==> src/rtl/debug_apb_arbiter.sv <==
// Two-port APB arbiter that serialises debug requesters onto one CPU-access completer.
// Optional macro DEBUG_ARB_ROUND_ROBIN_EN selects round-robin tie-break (default: port 0 priority).
module debug_apb_arbiter (
  input  logic       PCLK,
  input  logic       PRESET,
  input  logic       S0_PSEL,
  input  logic       S0_PENABLE,
  input  logic       S0_PWRITE,
  input  logic [4:0] S0_PADDR,
  input  logic [7:0] S0_PWDATA,
  output logic [7:0] S0_PRDATA,
  output logic       S0_PREADY,
  input  logic       S1_PSEL,
  input  logic       S1_PENABLE,
  input  logic       S1_PWRITE,
  input  logic [4:0] S1_PADDR,
  input  logic [7:0] S1_PWDATA,
  output logic [7:0] S1_PRDATA,
  output logic       S1_PREADY,
  output logic       M_PSEL,
  output logic       M_PENABLE,
  output logic       M_PWRITE,
  output logic [4:0] M_PADDR,
  output logic [7:0] M_PWDATA,
  input  logic [7:0] M_PRDATA,
  input  logic       M_PREADY,
  output logic [1:0] GRANT
);

  typedef enum logic [1:0] {IDLE, SETUP, ACCESS, RESP} state_t;

  state_t     state_q, state_d;
  logic [1:0] grant_q, grant_d;
  logic [4:0] addr_q, addr_d;
  logic [7:0] wdata_q, wdata_d;
  logic       write_q, write_d;
  logic [7:0] rdata_q, rdata_d;
  logic       tie_to_1;
  logic       pick_1;

  // Only PSEL counts as a request; upstream PENABLE has no role here.
  logic unused_penable;
  assign unused_penable = S0_PENABLE ^ S1_PENABLE;

`ifdef DEBUG_ARB_ROUND_ROBIN_EN
  logic last_q, last_d;
  assign tie_to_1 = ~last_q;
`else
  assign tie_to_1 = 1'b0;
`endif

  assign pick_1 = S1_PSEL & (~S0_PSEL | tie_to_1);

  always_comb begin
    state_d = state_q;
    grant_d = grant_q;
    addr_d  = addr_q;
    wdata_d = wdata_q;
    write_d = write_q;
    rdata_d = rdata_q;
`ifdef DEBUG_ARB_ROUND_ROBIN_EN
    last_d  = last_q;
`endif
    case (state_q)
      IDLE: begin
        if (S0_PSEL || S1_PSEL) begin
          grant_d = pick_1 ? 2'b10 : 2'b01;
          addr_d  = pick_1 ? S1_PADDR  : S0_PADDR;
          wdata_d = pick_1 ? S1_PWDATA : S0_PWDATA;
          write_d = pick_1 ? S1_PWRITE : S0_PWRITE;
          state_d = SETUP;
        end
      end
      SETUP: state_d = ACCESS;
      ACCESS: begin
        if (M_PREADY) begin
          rdata_d = M_PRDATA;
          state_d = RESP;
        end
      end
      RESP: begin
`ifdef DEBUG_ARB_ROUND_ROBIN_EN
        last_d  = grant_q[1];
`endif
        grant_d = 2'b00;
        state_d = IDLE;
      end
      default: state_d = IDLE;
    endcase
  end

  always_ff @(posedge PCLK) begin
    if (PRESET) begin
      state_q <= IDLE;
      grant_q <= 2'b00;
      addr_q  <= 5'h00;
      wdata_q <= 8'h00;
      write_q <= 1'b0;
      rdata_q <= 8'h00;
`ifdef DEBUG_ARB_ROUND_ROBIN_EN
      last_q  <= 1'b1;
`endif
    end else begin
      state_q <= state_d;
      grant_q <= grant_d;
      addr_q  <= addr_d;
      wdata_q <= wdata_d;
      write_q <= write_d;
      rdata_q <= rdata_d;
`ifdef DEBUG_ARB_ROUND_ROBIN_EN
      last_q  <= last_d;
`endif
    end
  end

  // Every output comes from state or holding registers, never straight from an input.
  assign M_PSEL    = (state_q == SETUP) || (state_q == ACCESS);
  assign M_PENABLE = (state_q == ACCESS);
  assign M_PWRITE  = write_q;
  assign M_PADDR   = addr_q;
  assign M_PWDATA  = wdata_q;
  assign GRANT     = grant_q;
  assign S0_PREADY = (state_q == RESP) && grant_q[0];
  assign S1_PREADY = (state_q == RESP) && grant_q[1];
  assign S0_PRDATA = S0_PREADY ? rdata_q : 8'h00;
  assign S1_PRDATA = S1_PREADY ? rdata_q : 8'h00;

endmodule
==> config.mk <==
export PLATFORM = sky130hd
export DESIGN_NAME = debug_apb_arbiter
export DESIGN_NICKNAME = d
export VERILOG_FILES = /design/src/rtl/debug_apb_arbiter.sv
export SDC_FILE = /design/constraint.sdc
export NUM_CORES = 1
export LEC_CHECK = 0
export ABC_CLOCK_PERIOD_IN_PS = 2200
export BUFFER_PORTS_ARGS = -buffer_cell sky130_fd_sc_hd__buf_2
export CORE_UTILIZATION = 45
export CTS_CLUSTER_DIAMETER = 50
export DETAILED_ROUTE_END_ITERATION = 8
export MAX_ROUTING_LAYER = met4
export PLACE_DENSITY_LB_ADDON = 0.08
export RECOVER_POWER = 50
export SKIP_CTS_REPAIR_TIMING = 1
export SYNTH_ARGS = -nofsm -noshare
export SYNTH_HDL_FRONTEND = slang
export SYNTH_SLANG_ARGS = --single-unit
==> constraint.sdc <==
create_clock -name PCLK -period 2.2 [get_ports PCLK]
set_clock_uncertainty 0.05 [all_clocks]
set_input_delay 0.11 -clock PCLK [delete_from_list [all_inputs] [get_ports PCLK]]
set_output_delay 0.11 -clock PCLK [all_outputs]
set_load 0.02 [all_outputs]
==> results of run 1 <==
[worst min path at each step]
stage | from | endpoint | cells past startpoint
4_1_cts | M_PRDATA[5] | rdata_q[5] | 3
6_report | M_PRDATA[2] | rdata_q[2] | 3
3_3_place_gp | M_PRDATA[6] | rdata_q[6] | 3
5_1_grt | M_PRDATA[3] | rdata_q[3] | 3
2_1_floorplan | M_PRDATA[0] | rdata_q[0] | 2
3_5_place_dp | M_PRDATA[5] | rdata_q[5] | 3
[cell usage after synthesis (all sizes together)]
library cell and number:
dfxtp 26, a21oi 25, and3 16, o21ai 16, mux2i 15, nand2 11
nand3 8, buf 6, ha 5, clkbuf 4, inv 4, and2 2
o21a 2, nand2b 1, nand3b 1, nor2 1, nor3b 1, o31a 1
or3 1
[metal layers]
layer	GRT usage [%]	vias to the layer above	wire length (um)
li1	-	673	-
met1	22.6	568	1240
met2	33.9	55	1400
met3	3.28	2	200
met4	6.25	0	12
met5	-	-	0
[power by group through the flow]
stage / registers (mW) / clock network, mW / logic, mW
after floorplan: 0.794 / 0 / 0.388
after global placement: 0.681 / 0 / 0.683
after detailed placement: 0.689 / 0 / 0.707
after CTS: 0.681 / 0.245 / 0.708
after global routing: 0.701 / 0.261 / 0.748
final: 0.683 / 0.235 / 0.670
[through the flow]
stage / std cells / utilization, %
final: 253 / 66.0
after global routing: 253 / 66.0
after CTS: 248 / 65.1
after detailed placement: 244 / 63.7
after global placement: 244 / 63.7
after floorplan: 146 / -
[cells in the final DEF (no fill, tap or decap)]
master	n
a21oi_1	25
and2_1	2
and3_1	16
buf_2	57
buf_4	1
clkbuf_1	19
clkbuf_2	1
clkbuf_4	3
clkbuf_8	1
dfxtp_1	26
dlygate4sd3_1	5
ha_1	5
inv_1	4
mux2i_1	15
nand2_1	11
nand2b_1	1
nand3_1	8
nand3b_1	1
nor2_1	1
nor3b_1	1
o21a_1	2
o21ai_0	16
o31a_1	1
or3_1	1
[registers in the layout, indices dropped and copies added, names as in the netlist]
register and cells:
state_q 2, M_PWRITE 1, GRANT 2, M_PWDATA 8, rdata_q 8, M_PADDR 5
[final cells by class]
cell class              instances  area (um^2)  area share (%)
multi-input cells             106          667            39.3
flip-flops and latches         26          520            30.7
repair buffers                 83          419            24.7
well taps                      30         37.5            2.21
clock buffers                   4         36.3            2.14
inverters                       4         15.0           0.886
[critical path, stage by stage, from the launching register on]
cell and delay (ps):
dfxtp_1 420, ha_1 450, and3_1 220, buf_2 160
[cells by family after synthesis]
family	synth area share (%)
DFF	41.3
buffers and inverters	5.76
AOI/OAI and AO/OA	18.2
adders and majority gates	4.97
and+or+nand+nor	17.9
muxes	11.9
==> qor.csv, run 1 <==
stage,metric,value,unit
floorplanning,Die H,54.9,um
floorplanning,Die W,54.9,um
timing,total negative slack,0,ps
timing,final worst setup slack,478,ps
cts,number of CTS-inserted buffers,3,
route,DRT Pass-1 Iters,4,
finish,share of layout cells above drive strength 1,28.3,%
place,Placer Congestion,0.749,
critical_path,crit path to,S0_PRDATA[6],
timing,fmax,581,MHz
synthesis,Synth top area share,41.3,%
power_and_ir_drop,P_leak,0.900,nW
critical_path,crit path kind,reg2out,
timing,Final period util,78.3,%
critical_path,Worst EP arrival,1560,ps
synthesis,Synth Area per Inst,8.63,um^2
cts,clock tree buffer depth,2,
grt,vias in the first global route,980,
outcome,status,finished with violations,
finish,number of nets in the layout,272,
synthesis,Cells after Synth,146,
critical_path,crit end category,output pin,
finish,n_diodes,0,
route,Iter 0 DRT Violations,15,
timing,RSZ-0062 raised after global routing,no,
timing,Final setup viols,0,
timing,Slew @ Worst Pin,449,ps
floorplanning,Starting Density,49.1,%
timing,relative slew slack,70.0,%
route,final wirelength,2860,um
floorplanning,Die Area,3020,um^2
worst_hold_path,min-delay worst type,in2reg,
place,area after detailed placement,1640,um^2
place,port buffer count,76,
timing,hold_ws,-11.6,ps
power_and_ir_drop,total power,1.59,mW
critical_path,"Max FO, Critical Path",18,
critical_path,flop2flop setup slack,530,ps
synthesis,"area leader, netlist",dfxtp_1,
floorplanning,Top Ports,79,
floorplanning,num rows,18,
job,Max Cap Viol,0,
place,DP HPWL,2140,um
cts,CTS H-tree depth,1,
synthesis,Mapped Area,1260,um^2
timing,max-slew violation count,0,
synthesis,"top cells by area, synth","dfxtp_1 (41%), mux2i_1 (12%), a21oi_1 (9.9%)",
power_and_ir_drop,Clock Power Share,14.8,%
synthesis,syn nets,194,
power_and_ir_drop,combinational group share of total power,42.2,%
route,vias,1298,
power_and_ir_drop,internal power,921,uW
grt,first-pass GRT wire length,4130,um
grt,grt ovf,0,
cts,CTS tree,built,
route,drt drc,0,
finish,area added between synthesis and finish,34.6,%
critical_path,CP startpoint kind,register,
power_and_ir_drop,Sequential Power Share,43.0,%
critical_path,Worst Path Required,2040,ps
synthesis,register area share after synthesis,41.3,%
critical_path,crit path launch,state_q[1],
power_and_ir_drop,net load switching power,667,uW
cts,"Reg clk slew, reported paths",130,ps
timing,final hold viol count,3,
timing,Final min period,1720,ps
grt,largest net degree at the start of global routing,29,
finish,post-layout instance area,1700,um^2
grt,Tot GR Track Use,19.4,%
outcome,failing checks,hold timing,
grt,antenna violations before repair,0,
synthesis,Ys Warns,0,
floorplanning,core area,2570,um^2
critical_path,Critical R2R Launch,state_q[0],
finish,number of fill cells,230,
route,Routed Antenna Nets,0,
critical_path,Reg2Reg Depth,6,
cts,clock latency on the worst-skew pair,310,ps
power_and_ir_drop,sw frac,42.0,%
critical_path,reg2reg end,M_PADDR[0],
place,pre-CTS setup slack,643,ps
synthesis,Unique masters post-synth,20,
power_and_ir_drop,Max IR drop VDD,0.780,mV
route,WL/cell,11.3,um
synthesis,Yosys reg bits,26,
cts,total clock sinks,26,
cts,CTS root buf,clkbuf_4,
power_and_ir_drop,pwr/cell area,936,nW/um^2
route,Vias/cell,5.13,
Note: power is estimated with default switching activity, not from simulation.
==> run 2: changes to the inputs <==
Settings changed: ABC_CLOCK_PERIOD_IN_PS 2200 to 1400, CORE_UTILIZATION 45 to 38.
Clock period 2.2 ns to 1.4 ns, I/O delays scaled along.
==> run 2 against run 1 <==
Effect of this change: the run ends with hold timing, setup timing left; sequential cell count is the same; routed wire length grew 43%; non-clock buffer count grew 35; sequential power grew 60%; utilization grew 11 points; global-route usage shrank 1.7 points; die area grew 18%; critical path depth grew 2; final cell count grew 19%; largest power group is now combinational logic; highest routed layer unchanged.
==> qor.csv, run 2 (synthesis results as in run 1) <==
stage,metric,value,unit
outcome,status,finished with violations,
outcome,failing checks,"hold timing, setup timing",
route,Vias/cell,4.98,
critical_path,Worst path most repeated cell,buf_6,
critical_path,"Critical Path, Cell by Cell","buf_6, ha_4, buf_6, and3_4, buf_6",
timing,final worst setup slack,-138,ps
critical_path,flop2flop setup slack,20,ps
timing,hold_ws,-30.8,ps
power_and_ir_drop,P_leak,1.09,nW
grt,vias in the first global route,1115,
critical_path,CP startpoint kind,register,
critical_path,"Max FO, Critical Path",8,
grt,largest net degree at the start of global routing,29,
finish,n_diodes,0,
cts,CTS H-tree depth,1,
power_and_ir_drop,pwr/cell area,1450,nW/um^2
critical_path,Reg2Reg Depth,7,
floorplanning,Die H,59.6,um
critical_path,Critical R2R Launch,state_q[1],
floorplanning,Starting Density,40.6,%
timing,total negative slack,-2050,ps
timing,Final period util,110,%
power_and_ir_drop,Max IR drop VDD,1.24,mV
timing,Slew @ Worst Pin,449,ps
place,area after detailed placement,1730,um^2
route,WL/cell,13.6,um
worst_hold_path,min-delay worst type,in2reg,
critical_path,crit path to,S1_PRDATA[0],
critical_path,CP max-delay cell,dfxtp_2,
cts,CTS tree,built,
timing,relative slew slack,70.0,%
cts,clock tree buffer depth,2,
timing,final hold viol count,6,
timing,Final setup viols,18,
power_and_ir_drop,total power,3.45,mW
grt,grt ovf,0,
place,Placer Congestion,0.726,
floorplanning,num rows,20,
critical_path,reg2reg end,GRANT[1],
floorplanning,Die Area,3550,um^2
route,drt drc,0,
grt,Tot GR Track Use,17.8,%
floorplanning,Die W,59.6,um
job,Max Cap Viol,0,
critical_path,"slowest stage delay, CP",360,ps
finish,area added between synthesis and finish,88.6,%
cts,number of CTS-inserted buffers,3,
place,port buffer count,76,
timing,Final min period,1540,ps
timing,max-slew violation count,0,
place,pre-CTS setup slack,-15.4,ps
cts,clock latency on the worst-skew pair,320,ps
timing,fmax,650,MHz
timing,RSZ-0062 raised after global routing,yes,
critical_path,Worst Path Required,1280,ps
route,final wirelength,4090,um
place,DP HPWL,2270,um
route,vias,1505,
cts,CTS root buf,clkbuf_4,
critical_path,crit path kind,reg2out,
grt,first-pass GRT wire length,4750,um
route,Routed Antenna Nets,0,
finish,"commonest non-fill, non-tap cell in the layout",buf_2,
finish,share of layout cells above drive strength 1,41.5,%
route,Iter 0 DRT Violations,48,
finish,most frequent cells in the layout,"buf_2 (41), dlygate4sd3_1 (25), dfxtp_1 (24), a21oi_1 (24), buf_6 (22)",
finish,number of nets in the layout,307,
finish,post-layout instance area,2380,um^2
critical_path,crit end category,output pin,
grt,antenna violations before repair,0,
route,DRT Pass-1 Iters,4,
cts,"Reg clk slew, reported paths",150,ps
critical_path,Worst EP arrival,1420,ps
cts,total clock sinks,26,
floorplanning,Top Ports,79,
critical_path,crit path launch,state_q[1],
floorplanning,core area,3100,um^2
==> run 2: cell types whose count changed in the layout (fill, tap and decap cells not counted), moves of 4 or more <==
cell / change
buf_4: +8
buf_6: +22
dlygate4sd3_1: +20
o21ai_1: +4
and3_1: -16
o21ai_0: -4
buf_2: -16
and3_4: +16
==> run 2: cell type report <==
class	count	area, um^2
clock buffer	3	22.5
inverter	4	17.5
tap	44	55.1
clock inverter	1	30.0
sequential	26	523
timing repair buffer	118	911
multi-input combinational	106	817
fill	230	727
==> run 2: per-layer routing <==
metal	track usage [%]	vias to the layer above	routed length, um
met1	20.9	690	1610
met4	5.65	0	40
met5	-	-	0
met3	2.40	6	202
met2	31.1	60	2240
li1	-	749	-
==> run 2: power by group <==
group	internal (mW)	leakage (nW)	switching [mW]	total, mW
clock network	0.289	0.0279	0.243	0.533
registers	0.944	0.215	0.142	1.09
logic	0.884	0.846	0.944	1.83
total	2.12	1.09	1.33	3.45
==> run 2: through the flow <==
stage,util (%),hold WS (ps),instances
floorplan,-,167,146
global placement,55.6,277,266
detailed placement,55.6,284,266
CTS,57.3,-75.2,270
global route,76.6,1.58,302
finish,76.6,-30.8,302
==> run 2: worst min path at each step <==
stage / depth (start not counted) / slack (ps) / to / startpoint
detailed placement: 3 / 280 / rdata_q[5] / M_PRDATA[5]
global route: 3 / 2 / M_PWDATA[4] / S0_PWDATA[4]
CTS: 3 / -80 / rdata_q[5] / M_PRDATA[5]
floorplan: 2 / 170 / rdata_q[0] / M_PRDATA[0]
global placement: 3 / 280 / rdata_q[6] / M_PRDATA[6]
finish: 3 / -30 / M_PADDR[2] / S1_PADDR[2]
==> run 2: worst max-delay path: cells and delay by family, from the launching register on <==
family	cells	cell delay, ps
buffers and inverters	3	370
flip-flops	1	360
AND/OR/NAND/NOR	1	180
adder cells (fa/ha/maj)	1	170
